===== src/rtl/hazard_scoreboard.sv =====
// hazard_scoreboard
//   ID-stage hazard unit. It has two parts:
//     - the classic single-cycle load-use interlock against the EX slot;
//     - a register scoreboard for long-latency producers, which can write back
//       out of order. It also tracks how many long ops are in flight.
//   Both stall outputs are purely combinational. The pipeline control muxes
//   them into its ID hold / EX bubble logic.
//
// Parameters
//   REG_LOG   register index width (2**REG_LOG architectural registers)
//   NUM_SRC   source operands per ID instruction
//   MAX_OUT   maximum number of outstanding long-latency ops (>= 1)
//   WB_BYPASS 1: a write-back of a source register in the same cycle hides its
//             RAW stall
//
// Ports
//   clk, rst          clock (rising edge), synchronous active-high reset
//   id_valid          valid instruction in ID
//   id_rs             packed ID sources; operand 0 occupies the MSBs
//   id_rs_used        per-source read enable; bit i belongs to operand i
//   id_rd             ID destination register
//   id_long           ID instruction is a long-latency producer
//   id_advance        ID instruction moves into EX this cycle
//   ex_mem_read       EX holds a single-cycle load
//   ex_rd             EX destination register
//   wb_valid, wb_rd   a long op writes back register wb_rd this cycle
//   stall_from_Load   load-use stall of ID
//   flush_from_Load   bubble request into EX (same as stall_from_Load)
//   stall_from_Score  RAW / WAW / capacity stall of ID
//   busy_cnt          registered count of outstanding long ops
//   err_underflow     sticky: a write-back arrived with nothing outstanding
//
// Optional feature
//   Define HAZARD_PERF_EN to add stall_cycles[31:0]. It is a saturating count
//   of the cycles in which either stall output was high.
module hazard_scoreboard #(
  parameter int REG_LOG   = 5,
  parameter int NUM_SRC   = 3,
  parameter int MAX_OUT   = 4,
  parameter int WB_BYPASS = 1
) (
  input  logic                         clk,
  input  logic                         rst,
  input  logic                         id_valid,
  input  logic [REG_LOG*NUM_SRC-1:0]   id_rs,
  input  logic [NUM_SRC-1:0]           id_rs_used,
  input  logic [REG_LOG-1:0]           id_rd,
  input  logic                         id_long,
  input  logic                         id_advance,
  input  logic                         ex_mem_read,
  input  logic [REG_LOG-1:0]           ex_rd,
  input  logic                         wb_valid,
  input  logic [REG_LOG-1:0]           wb_rd,
  output logic                         stall_from_Load,
  output logic                         flush_from_Load,
  output logic                         stall_from_Score,
  output logic [$clog2(MAX_OUT+1)-1:0] busy_cnt,
  output logic                         err_underflow
`ifdef HAZARD_PERF_EN
  ,
  output logic [31:0]                  stall_cycles
`endif
);

  localparam int NREG = 2 ** REG_LOG;
  localparam int CNT_W = $clog2(MAX_OUT + 1);
  localparam logic [CNT_W-1:0] MAX_CNT = CNT_W'(MAX_OUT);
  localparam logic BYPASS_EN = (WB_BYPASS != 0);

  logic [NREG-1:0]    pend_q, pend_d;
  logic [CNT_W-1:0]   busy_q, busy_d;
  logic               err_q, err_d;

  logic [NUM_SRC-1:0] load_hit;
  logic [NUM_SRC-1:0] raw_hit;
  logic               waw_hit;
  logic               cap_hit;
  logic               stall_load;
  logic               stall_score;
  logic               iss;

  // Per-source comparisons. Register 0 is excluded here, so it can never
  // match the EX destination. It also never pends, so it cannot cause a
  // RAW stall.
  generate
    for (genvar gi = 0; gi < NUM_SRC; gi++) begin : g_src
      logic [REG_LOG-1:0] src;
      logic               active;
      logic               wb_same;

      assign src     = id_rs[REG_LOG*(NUM_SRC-gi)-1 -: REG_LOG];
      assign active  = id_valid & id_rs_used[gi] & (src != '0);
      assign wb_same = BYPASS_EN & wb_valid & (wb_rd == src);

      assign load_hit[gi] = active & (src == ex_rd);
      assign raw_hit[gi]  = active & pend_q[src] & ~wb_same;
    end
  endgenerate

  // The same-cycle write-back bypass applies only to reads. A WAW hazard still
  // stalls because the new producer would otherwise be cleared by the older one.
  assign waw_hit = id_valid & (id_rd != '0) & pend_q[id_rd];
  assign cap_hit = id_valid & id_long & (busy_q == MAX_CNT);

  assign stall_load  = ex_mem_read & (|ex_rd) & (|load_hit);
  assign stall_score = (|raw_hit) | waw_hit | cap_hit;

  assign stall_from_Load  = stall_load;
  assign flush_from_Load  = stall_load;
  assign stall_from_Score = stall_score;

  // An advance request that arrives while stalled is ignored. This keeps the
  // state consistent even when the pipeline control misbehaves.
  assign iss = id_advance & id_valid & id_long & ~stall_load & ~stall_score;

  // Scoreboard next state. If the same register is set and cleared in one
  // cycle, the set wins, because the new producer is still outstanding.
  generate
    for (genvar gi = 0; gi < NREG; gi++) begin : g_pend
      if (gi == 0) begin : g_zero
        assign pend_d[gi] = 1'b0;
      end else begin : g_reg
        logic set_hit;
        logic clr_hit;
        assign set_hit    = iss & (id_rd == REG_LOG'(gi));
        assign clr_hit    = wb_valid & (wb_rd == REG_LOG'(gi));
        assign pend_d[gi] = set_hit | (pend_q[gi] & ~clr_hit);
      end
    end
  endgenerate

  // Outstanding count. A write-back to r0 still retires an op.
  // When an issue and a write-back coincide, the count is left unchanged.
  always_comb begin
    busy_d = busy_q;
    err_d  = err_q;
    if (iss && !wb_valid) begin
      busy_d = busy_q + CNT_W'(1);
    end else if (wb_valid && !iss) begin
      if (busy_q != '0) begin
        busy_d = busy_q - CNT_W'(1);
      end else begin
        err_d = 1'b1;
      end
    end
  end

  always_ff @(posedge clk) begin
    if (rst) begin
      pend_q <= '0;
      busy_q <= '0;
      err_q  <= 1'b0;
    end else begin
      pend_q <= pend_d;
      busy_q <= busy_d;
      err_q  <= err_d;
    end
  end

  assign busy_cnt      = busy_q;
  assign err_underflow = err_q;

`ifdef HAZARD_PERF_EN
  logic [31:0] stall_cycles_q;

  always_ff @(posedge clk) begin
    if (rst) begin
      stall_cycles_q <= '0;
    end else if ((stall_load || stall_score) && (stall_cycles_q != 32'hFFFF_FFFF)) begin
      stall_cycles_q <= stall_cycles_q + 32'd1;
    end
  end

  assign stall_cycles = stall_cycles_q;
`endif

endmodule


===== config.mk =====
export PLATFORM = sky130hd
export DESIGN_NAME = hazard_scoreboard
export DESIGN_NICKNAME = d
export VERILOG_FILES = /design/src/rtl/hazard_scoreboard.sv
export SDC_FILE = /design/constraint.sdc
export NUM_CORES = 1
export LEC_CHECK = 0
export ABC_AREA = 1
export CORE_MARGIN = 2
export CORE_UTILIZATION = 45
export CTS_BUF_LIST = sky130_fd_sc_hd__clkbuf_8
export CTS_CLUSTER_SIZE = 16
export DETAILED_ROUTE_END_ITERATION = 12
export PLACE_DENSITY = 0.68
export SLEW_MARGIN = 10
export SYNTH_ARGS = -nofsm -noshare
export SYNTH_HDL_FRONTEND = slang
export SYNTH_SLANG_ARGS = --single-unit

===== constraint.sdc =====
create_clock -name clk -period 3.8 [get_ports clk]
set_input_delay 0.38 -clock clk [delete_from_list [all_inputs] [get_ports clk]]
set_output_delay 0.38 -clock clk [all_outputs]
set_load 0.01 [all_outputs]

# Yosys cells after proc, flatten, opt, wreduce, memory -nomap -nowiden
# Cells that the tools add are included.
# op_classes
n_addsub,2
mul,0
div_mod_pow,0
n_lt_le_gt_ge,4
eq_ne,69
n_shift,0
mux,11
bitwise_logic,192
n_reduce_logical,16
# op_table
operator,n
$eq 5x5->1 const B,32
$and 1x1->1,121
$eq 5x4->1 const B,16
$eq 5x3->1 const B,8
$not 1->1,38
$or 1x1->1,33
$eq 5x5->1,6
$lt 5x6->1 const B,4
$bmux 1 s5,4
$eq 5x2->1 const B,4
$reduce_bool 5->1,4
$eq 5x1->1 const B,2
$mux 3,3
$reduce_or 3->1,2
$reduce_or 5->1,1
$mux 1,4
$reduce_bool 2->1,2
$add 3x1->3 const B,1
$eq 3x3->1 const B,1
$reduce_and 3->1,1
$reduce_bool 3->1,1
$sub 3x1->3 const B,1
$logic_and 1x1->1,2
$logic_not 1->1,2
$reduce_and 2->1,1
# totals
reg_bits,36
latch_bits,0
ramBits,0
romBits,0
input_bits,40
output_inout_bits,7
word_cells,298
mem_count,0

# Logic depth before layout (Yosys ltp)
# Gate-level depths: netlist (run 1).
# logic_depth
word_depth,13
ltp_mapped,22
depth_no_buf,21

# Least setup slack after synthesis (run 1)
# Ideal clock, no wire load.
# synth_path
kind,input port to flip-flop
start,input id_rd[4]
end,register busy_q[2] (netlist: busy_cnt[2])
setup_ns,0.058
arrival_ns,2.683
required_ns,3.742
setup_slack_ns,1.059
stages,17
path_buffers,2
path_cell_list,clkbuf_1 clkinv_1 a21oi_1 nand2_1 nand3_1 nand3_2 nor2_8 buf_12 nand2_1 inv_1 ha_1 inv_1 fa_1 xnor2_1 nand2_1 a21oi_1 o21a_1
# synth_between
elab_chain_len,11
elab_cells_between_ends,16
cone_classes,mux (3); bitwise (6); reduce/logical (7)
# synth_lines
element,line,source
"start, declared",47,"input logic [REG_LOG-1:0] id_rd,"
$bmux 1 s5 or $reduce_bool 5->1 (tied branches),102,assign waw_hit = id_valid & (id_rd != '0) & pend_q[id_rd];
$mux 1 (not written as such) or $and 1x1->1 (tied branches),102,
$and 1x1->1 *,102,
$or 1x1->1 * (2 in series),106,assign stall_score = (|raw_hit) | waw_hit | cap_hit;
$not 1->1 *,114,assign iss = id_advance & id_valid & id_long & ~stall_load & ~stall_score;
$and 1x1->1 *,114,
$logic_not 1->1,139,end else if (wb_valid && !iss) begin
$logic_and 1x1->1,139,
$reduce_bool 2->1 (no line),--,
$reduce_and 2->1 (no line),--,
"end signal, assigned",155,busy_q <= busy_d;
"end, declared",71,"logic [CNT_W-1:0] busy_q, busy_d;"
# Mark *: on every way between the ends. The rest lies on a longest branch, timed or not. The select of a mux whose other input is x is not followed.
# A chain may end at the register's enable or synchronous reset.

# Worst setup path after layout (run 1)
# layout_path
start,input id_rs[6]
end,register busy_q[2] (netlist: busy_cnt[2])
# layout_between
elab_chain_len,13
elab_cells_between_ends,27
cone_classes,eq/ne (2); mux (3); bitwise (13); reduce/logical (9)
# layout_lines
element,line,source
"start, declared",45,"input logic [REG_LOG*NUM_SRC-1:0] id_rs,"
"$bmux 1 s5, or another cell as far along",96,assign raw_hit[gi] = active & pend_q[src] & ~wb_same;
"$mux 1 (not written as such), or another cell as far along",96,
$and 1x1->1 or $not 1->1 (tied branches),96,
$and 1x1->1,96,
$reduce_or 3->1,106,
$or 1x1->1 (2 in series),106,
$not 1->1,114,
$and 1x1->1 *,114,
$logic_not 1->1,139,
$logic_and 1x1->1,139,
$reduce_bool 2->1 (no line),--,
$reduce_and 2->1 (no line),--,
# Marked as above.

==> results of run 1 <==
==> power groups by stage <==
| stage | clock network [mW] | registers, mW | logic (mW) |
|---|---|---|---|
| final | 0.257 | 0.397 | 0.413 |
| after CTS | 0.260 | 0.397 | 0.408 |
| after global routing | 0.275 | 0.400 | 0.452 |
| after floorplan | 0 | 0.409 | 0.274 |
| after global placement | 0 | 0.405 | 0.399 |
| after detailed placement | 0 | 0.405 | 0.404 |
==> stage by stage <==
stage                     cells  util, %  hold slack, ps
after floorplan             677        -             474
after global placement      810     51.1             444
after detailed placement    810     51.1             445
after CTS                   818     52.0             458
after global routing        818     52.0             518
final                       818     52.0             457
==> metal layers <==
layer  part of all wire (%)  up-vias  track usage, %
met2                     46      247            46.2
met3                    9.0       42            2.77
li1                       -     2260               -
met4                    2.6        0            8.96
met5                      0        -               0
met1                     42     2135            39.9
==> worst max-delay path by stage <==
stage                             end  slack [ps]  depth (start not counted)
after floorplan           busy_cnt[2]        1060                         17
after detailed placement  busy_cnt[2]         310                         19
after CTS                 busy_cnt[2]         570                         19
final                     busy_cnt[2]         560                         19
after global routing      busy_cnt[2]         270                         19
after global placement    busy_cnt[2]         420                         19
==> cell usage in the layout, fill, tap and decap left out, drive strengths merged <==
master / synthesis / final
o21ai: 44 / 44
clkinv: 1 / 2
buf: 26 / 15
inv: 74 / 76
clkdlybuf4s50: 0 / 45
nand2: 201 / 201
o41ai: 1 / 1
or2: 2 / 2
xnor2: 7 / 7
nor2: 72 / 72
xor2: 6 / 6
ha: 2 / 2
nor3: 20 / 20
clkbuf: 9 / 5
o21a: 2 / 2
nand3: 106 / 106
nand4: 8 / 8
o211ai: 7 / 7
a211oi: 1 / 1
a21oi: 48 / 48
fa: 1 / 1
dfxtp: 35 / 35
o22ai: 3 / 3
a31oi: 1 / 1
==> kinds of logic after synthesis <==
kind of cell	after synthesis	share of synthesized area, %
compound gates	107	16.8
xor+xnor	13	2.84
fa+ha+maj	3	1.12
buf+inv	110	13.9
flops	35	17.5
simple gates	409	47.9
==> critical path: cells and delay by family <==
family	cells	cell delay, ps
compound gates	2	290
xor+xnor	1	170
buf+inv	3	850
simple gates	11	1210
fa+ha+maj	2	560
==> sequential cells by signal, indices dropped and copies added, names as in the netlist <==
| name | count |
|---|---|
| pend_q | 31 |
| busy_cnt | 3 |
| err_underflow | 1 |
==> final cells by class <==
cell class / instances / area share (%)
inverter: 75 / 6.24
clock inverter: 3 / 0.277
tap: 108 / 2.99
sequential: 35 / 15.5
clock buffer: 5 / 1.52
timing repair buffer: 60 / 12.4
multi-input combinational: 532 / 61.0
==> results.yml, run 1 <==
run_status:
  status: "finished clean"
placement:
  dpl-instance-area_sq_mm: 0.00443
  place.gp.congestion: 1.02
  dp_hpwl_um: 10500
  dp_slack_ps: 307
  numPortBuffers: 46
layout:
  n_fill_cell: 945
  layout-area-overhead-vs-synth_pct: 12.4
  fin_area_sq_mm: 0.00451
  seq_area_sq_um: 701
  final_net_count: 752
  multiInputGateArea_sq_mm: 0.00276
  drive_above_1_share_pct: 13.1
  diodes: 0
synth:
  netlist_instances: 677
  synth_fp_nets: 720
  synthTopCellsByCount: "199 x nand2_1, 74 x nand3_1, 69 x inv_1, 68 x nor2_1, 39 x o21ai_0"
  yosys.cell_types.count: 38
  synth-edff-count: 0
  ys_ff_latch: 35
  ys_seq_area_share_pct: 17.5
  synthesis.area_sq_mm: 0.00402
  synth_top_area_cell: "nand2_1"
  ys.flop_type: "dfxtp_1"
  yosys-top-cells-area: "nand2_1 19%, dfxtp_1 17%, nand3_1 9.2%"
  avgSynthCellArea_sq_um: 5.93
  synth_warnings: 0
  synth_top_cell_area_share_pct: 18.6
  synth_async_sr_flop_share_pct: 0
  synth.most_common_cell: "nand2_1"
sta:
  setup_slack_ps: 559
  fmax_mhz: 309
  tightest_slew_ps: 952
  hold_violations: 0
  rsz0062_at_grt: "false"
  setup_viol: 0
  fin_crit_sh_pct: 85.3
  skew_ps: 5.89
  finalCriticalPeriod_ps: 3240
  fin_setup_tns_ps: 0
  slew_headroom_pct: 36.5
  slew_violations: 0
critical_path:
  worst_path_most_repeated_cell: "nand2_1"
  crit_chain: "clkdlybuf4s50_1 > nor2_2 > nand3_1 > nand2_1 > nor2_1 > nand2_1 > nand3_1 > nand3_2 > nand3_2 > nor2_8 > nand2_1 > inv_1 > ha_1 > inv_1 > fa_1 > xnor2_1 > nand2_1 > a21oi_1 > o21a_1"
  worstSetupEndpointType: "flop"
  cp_slowest_cell: "clkdlybuf4s50_1"
  cp.required_ps: 4030
  ff2ff_path_depth: 20
  cp-startpoint: "id_rs[6]"
  critPathMaxFanout: 14
  cp.arrival_ps: 3470
  worstReg2RegEnd: "busy_cnt[2]"
  crit_type: "in2reg"
  critPathLaunchType: "input port"
  r2r_start: "pend_q[20]"
  rrSetupSlack_ps: 1110
  critical-path-max-stage-delay_ps: 700
die:
  ios: 47
  start_util_pct: 46.3
  die_area_sq_mm: 0.00969
  die_w_um: 98.5
  die_y_um: 98.5
  fp.coreArea_sq_mm: 0.00868
  num_rows: 34
worst_hold_path:
  holdCritPathClass: "reg2reg"
  min-delay-start: "err_underflow"
  holdPathStages: 2
  holdPathEnd: "err_underflow"
route:
  postRouteAntennaNets: 0
  wl_per_cell_um: 16.8
  first_iter_violations: 389
  dr_total_vias: 4684
  drc: 0
  routed_via_density: 5.73
  drt_first_pass_iters: 5
  wl_um: 13800
power:
  p_sw_mw: 0.404
  p_int_mw: 0.662
  totalPowerFinal_mw: 1.07
  power_density_mw_per_mm2: 236
  p_clk_share_pct: 24.1
  power_switching_share_pct: 37.9
  cellLeakagePower_nw: 1.84
  vdd_drop_max_uv: 234
  pwr-share-seq_pct: 37.2
  combPwrFrac_pct: 38.7
clocking:
  clk_pin_slew_ps: 70
  ctsLongestPathBuffers: 2
  post_cts_buffers: 0
  cts_tree: "done"
  root_buffer: "clkbuf_8"
  cts.sinks: 35
  cts_buffers: 5
  cts_max_level: 2
  cts-resized-gates: 0
  clock_latency_ps: 290
  cts_hold_buf: 0
global_routing:
  grt_pass1_vias: 4430
  grt_max_degree: 36
  grt_pass1_wl_um: 22500
  antenna_found_initial: 0
  track_usage_pct: 28.4
  grt.overflow.total: 0
job:
  maxCapViolations: 0
No activity file was read; power rests on OpenSTA's default activity.
==> inputs of run 2 (changes only) <==
--- a/config.mk
+++ b/config.mk
@@ -12,6 +12,7 @@
 export CTS_CLUSTER_SIZE = 16
 export DETAILED_ROUTE_END_ITERATION = 12
 export PLACE_DENSITY = 0.68
+export SKIP_CTS_REPAIR_TIMING = 1
 export SLEW_MARGIN = 10
 export SYNTH_ARGS = -nofsm -noshare
 export SYNTH_HDL_FRONTEND = slang
==> results of run 2 <==
The final DEF is identical to that of run 1; final timing and power are the same.
==> inputs of run 3 (changes only) <==
--- a/config.mk
+++ b/config.mk
@@ -6,6 +6,7 @@
 export NUM_CORES = 1
 export LEC_CHECK = 0
 export ABC_AREA = 1
+export CORE_ASPECT_RATIO = 1.25
 export CORE_MARGIN = 2
 export CORE_UTILIZATION = 45
 export CTS_BUF_LIST = sky130_fd_sc_hd__clkbuf_8
==> results.yml, run 3 (same netlist as run 1, synthesis figures left out) <==
sta:
  fin_crit_sh_pct: 84.1
  fmax_mhz: 313
  setup_slack_ps: 606
  setup_viol: 0
  fin_setup_tns_ps: 0
  skew_ps: 7.09
  tightest_slew_ps: 947
  slew_headroom_pct: 36.9
  rsz0062_at_grt: "false"
  slew_violations: 0
  finalCriticalPeriod_ps: 3190
  timing.hold.ws_ps: 455
  hold_violations: 0
layout:
  top_register: "pend_q"
  final_core_util_pct: 51.9
  diodes: 0
  n_fill_cell: 920
  drive_above_1_share_pct: 12.9
  layout-area-overhead-vs-synth_pct: 12.4
  fin_area_sq_mm: 0.00451
  largest_reg_flops: 31
  final_net_count: 750
  finalNonFillerCells: 828
  final_cell_mix: "199 x nand2_1, 74 x nand3_1, 71 x inv_1"
  layout_commonest_cell: "nand2_1"
global_routing:
  use_met3_pct: 3.08
  antenna_found_initial: 0
  gr-usage-met2_pct: 51.3
  grt.overflow.total: 0
  grt_pass1_wl_um: 22000
  grtUsageMet1_pct: 35.0
  grt.busiest_layer: "met2"
  grt_pass1_vias: 4425
  track_usage_pct: 29.5
  grt_max_degree: 36
critical_path:
  worst_path_most_repeated_cell: "nand2_1"
  endpoint: "busy_cnt[2]"
  critPathLaunchType: "input port"
  critical-path-max-stage-delay_ps: 680
  ff2ff_path_depth: 20
  rrSetupSlack_ps: 1050
  crit_buf_inv: 3
  cp-startpoint: "id_rs[6]"
  cp.arrival_ps: 3440
  cp.depth: 19
  worstReg2RegEnd: "busy_cnt[2]"
  cpLargestDelayFamily: "simple AND/OR/NAND/NOR gates"
  crit_type: "in2reg"
  crit_chain: "clkdlybuf4s50_1 > nor2_2 > nand2_1 > nand2_1 > nor2_1 > o21ai_1 > nand3_1 > nand3_2 > nand3_2 > nor2_8 > nand2_1 > inv_1 > ha_1 > inv_1 > fa_1 > xnor2_1 > nand2_1 > a21oi_1 > o21a_1"
  cp.required_ps: 4050
  cp_slowest_cell: "clkdlybuf4s50_1"
  critPathMaxFanout: 14
  r2r_start: "pend_q[20]"
  worstSetupEndpointType: "flop"
placement:
  dpl-instance-area_sq_mm: 0.00443
  dp_cells: 820
  dp_hpwl_um: 10700
  numPortBuffers: 46
  dp_slack_ps: 319
  place.gp.congestion: 0.970
route:
  routed_via_density: 5.70
  wl_um: 13900
  drt_first_pass_iters: 6
  postRouteAntennaNets: 0
  dr_total_vias: 4722
  first_iter_violations: 483
  drc: 0
  wl_per_cell_um: 16.8
clocking:
  ctsLongestPathBuffers: 2
  cts_tree: "done"
  cts_buffers: 5
  clk_pin_slew_ps: 70
  root_buffer: "clkbuf_8"
  clock_latency_ps: 300
  cts.sinks: 35
  cts_max_level: 2
power:
  power_switching_share_pct: 38.3
  pwr-share-seq_pct: 37.1
  p_sw_mw: 0.410
  totalPowerFinal_mw: 1.07
  vdd_drop_max_uv: 210
  power_density_mw_per_mm2: 237
  p_clk_share_pct: 24.7
  combPwrFrac_pct: 38.2
  cellLeakagePower_nw: 1.83
  p_int_mw: 0.660
die:
  die_w_um: 88.5
  die_area_sq_mm: 0.00970
  fp.coreArea_sq_mm: 0.00870
  num_rows: 38
  ios: 47
  die_y_um: 110
  start_util_pct: 46.1
worst_hold_path:
  min-delay-start: "err_underflow"
  holdCritPathClass: "reg2reg"
run_status:
  status: "finished clean"
job:
  maxCapViolations: 0
==> run 3: cell count changes in the layout (fill, tap and decap cells not counted) <==
cell   change
buf_4      -2
==> run 3: worst min path at each step <==
stage | slack, ps | to | depth (start not counted)
4_1_cts | 460 | err_underflow | 2
2_1_floorplan | 470 | err_underflow | 2
3_5_place_dp | 450 | err_underflow | 2
3_3_place_gp | 440 | err_underflow | 2
5_1_grt | 500 | err_underflow | 2
6_report | 450 | err_underflow | 2
==> run 3: tightest hold or removal path, stage by stage (launching register included) <==
cell	delay (ps)
dfxtp_1	310
inv_1	50
a21oi_1	50
==> run 3: area by class of cell <==
type | instances | area, sq um | share of cell area [%]
Timing Repair Buffer | 58 | 546 | 12.1
Multi-Input combinational cell | 532 | 2760 | 61.0
Sequential cell | 35 | 701 | 15.5
Tap cell | 120 | 150 | 3.33
Inverter | 75 | 282 | 6.24
Clock buffer | 5 | 68.8 | 1.52
Clock inverter | 3 | 12.5 | 0.277
==> run 3: power by group through the flow <==
stage | Combinational [mW] | Sequential (mW) | Clock [mW]
floorplan | 0.274 | 0.409 | 0
global placement | 0.399 | 0.405 | 0
detailed placement | 0.403 | 0.406 | 0
CTS | 0.405 | 0.397 | 0.269
global route | 0.445 | 0.400 | 0.282
finish | 0.409 | 0.397 | 0.264
==> run 3: per-layer routing <==
layer  wire length [um]  vias to the layer above
li1                   -                     2256
met1               5450                     2175
met2               6860                      233
met3                954                       58
met4                688                        0
met5                  0                        -
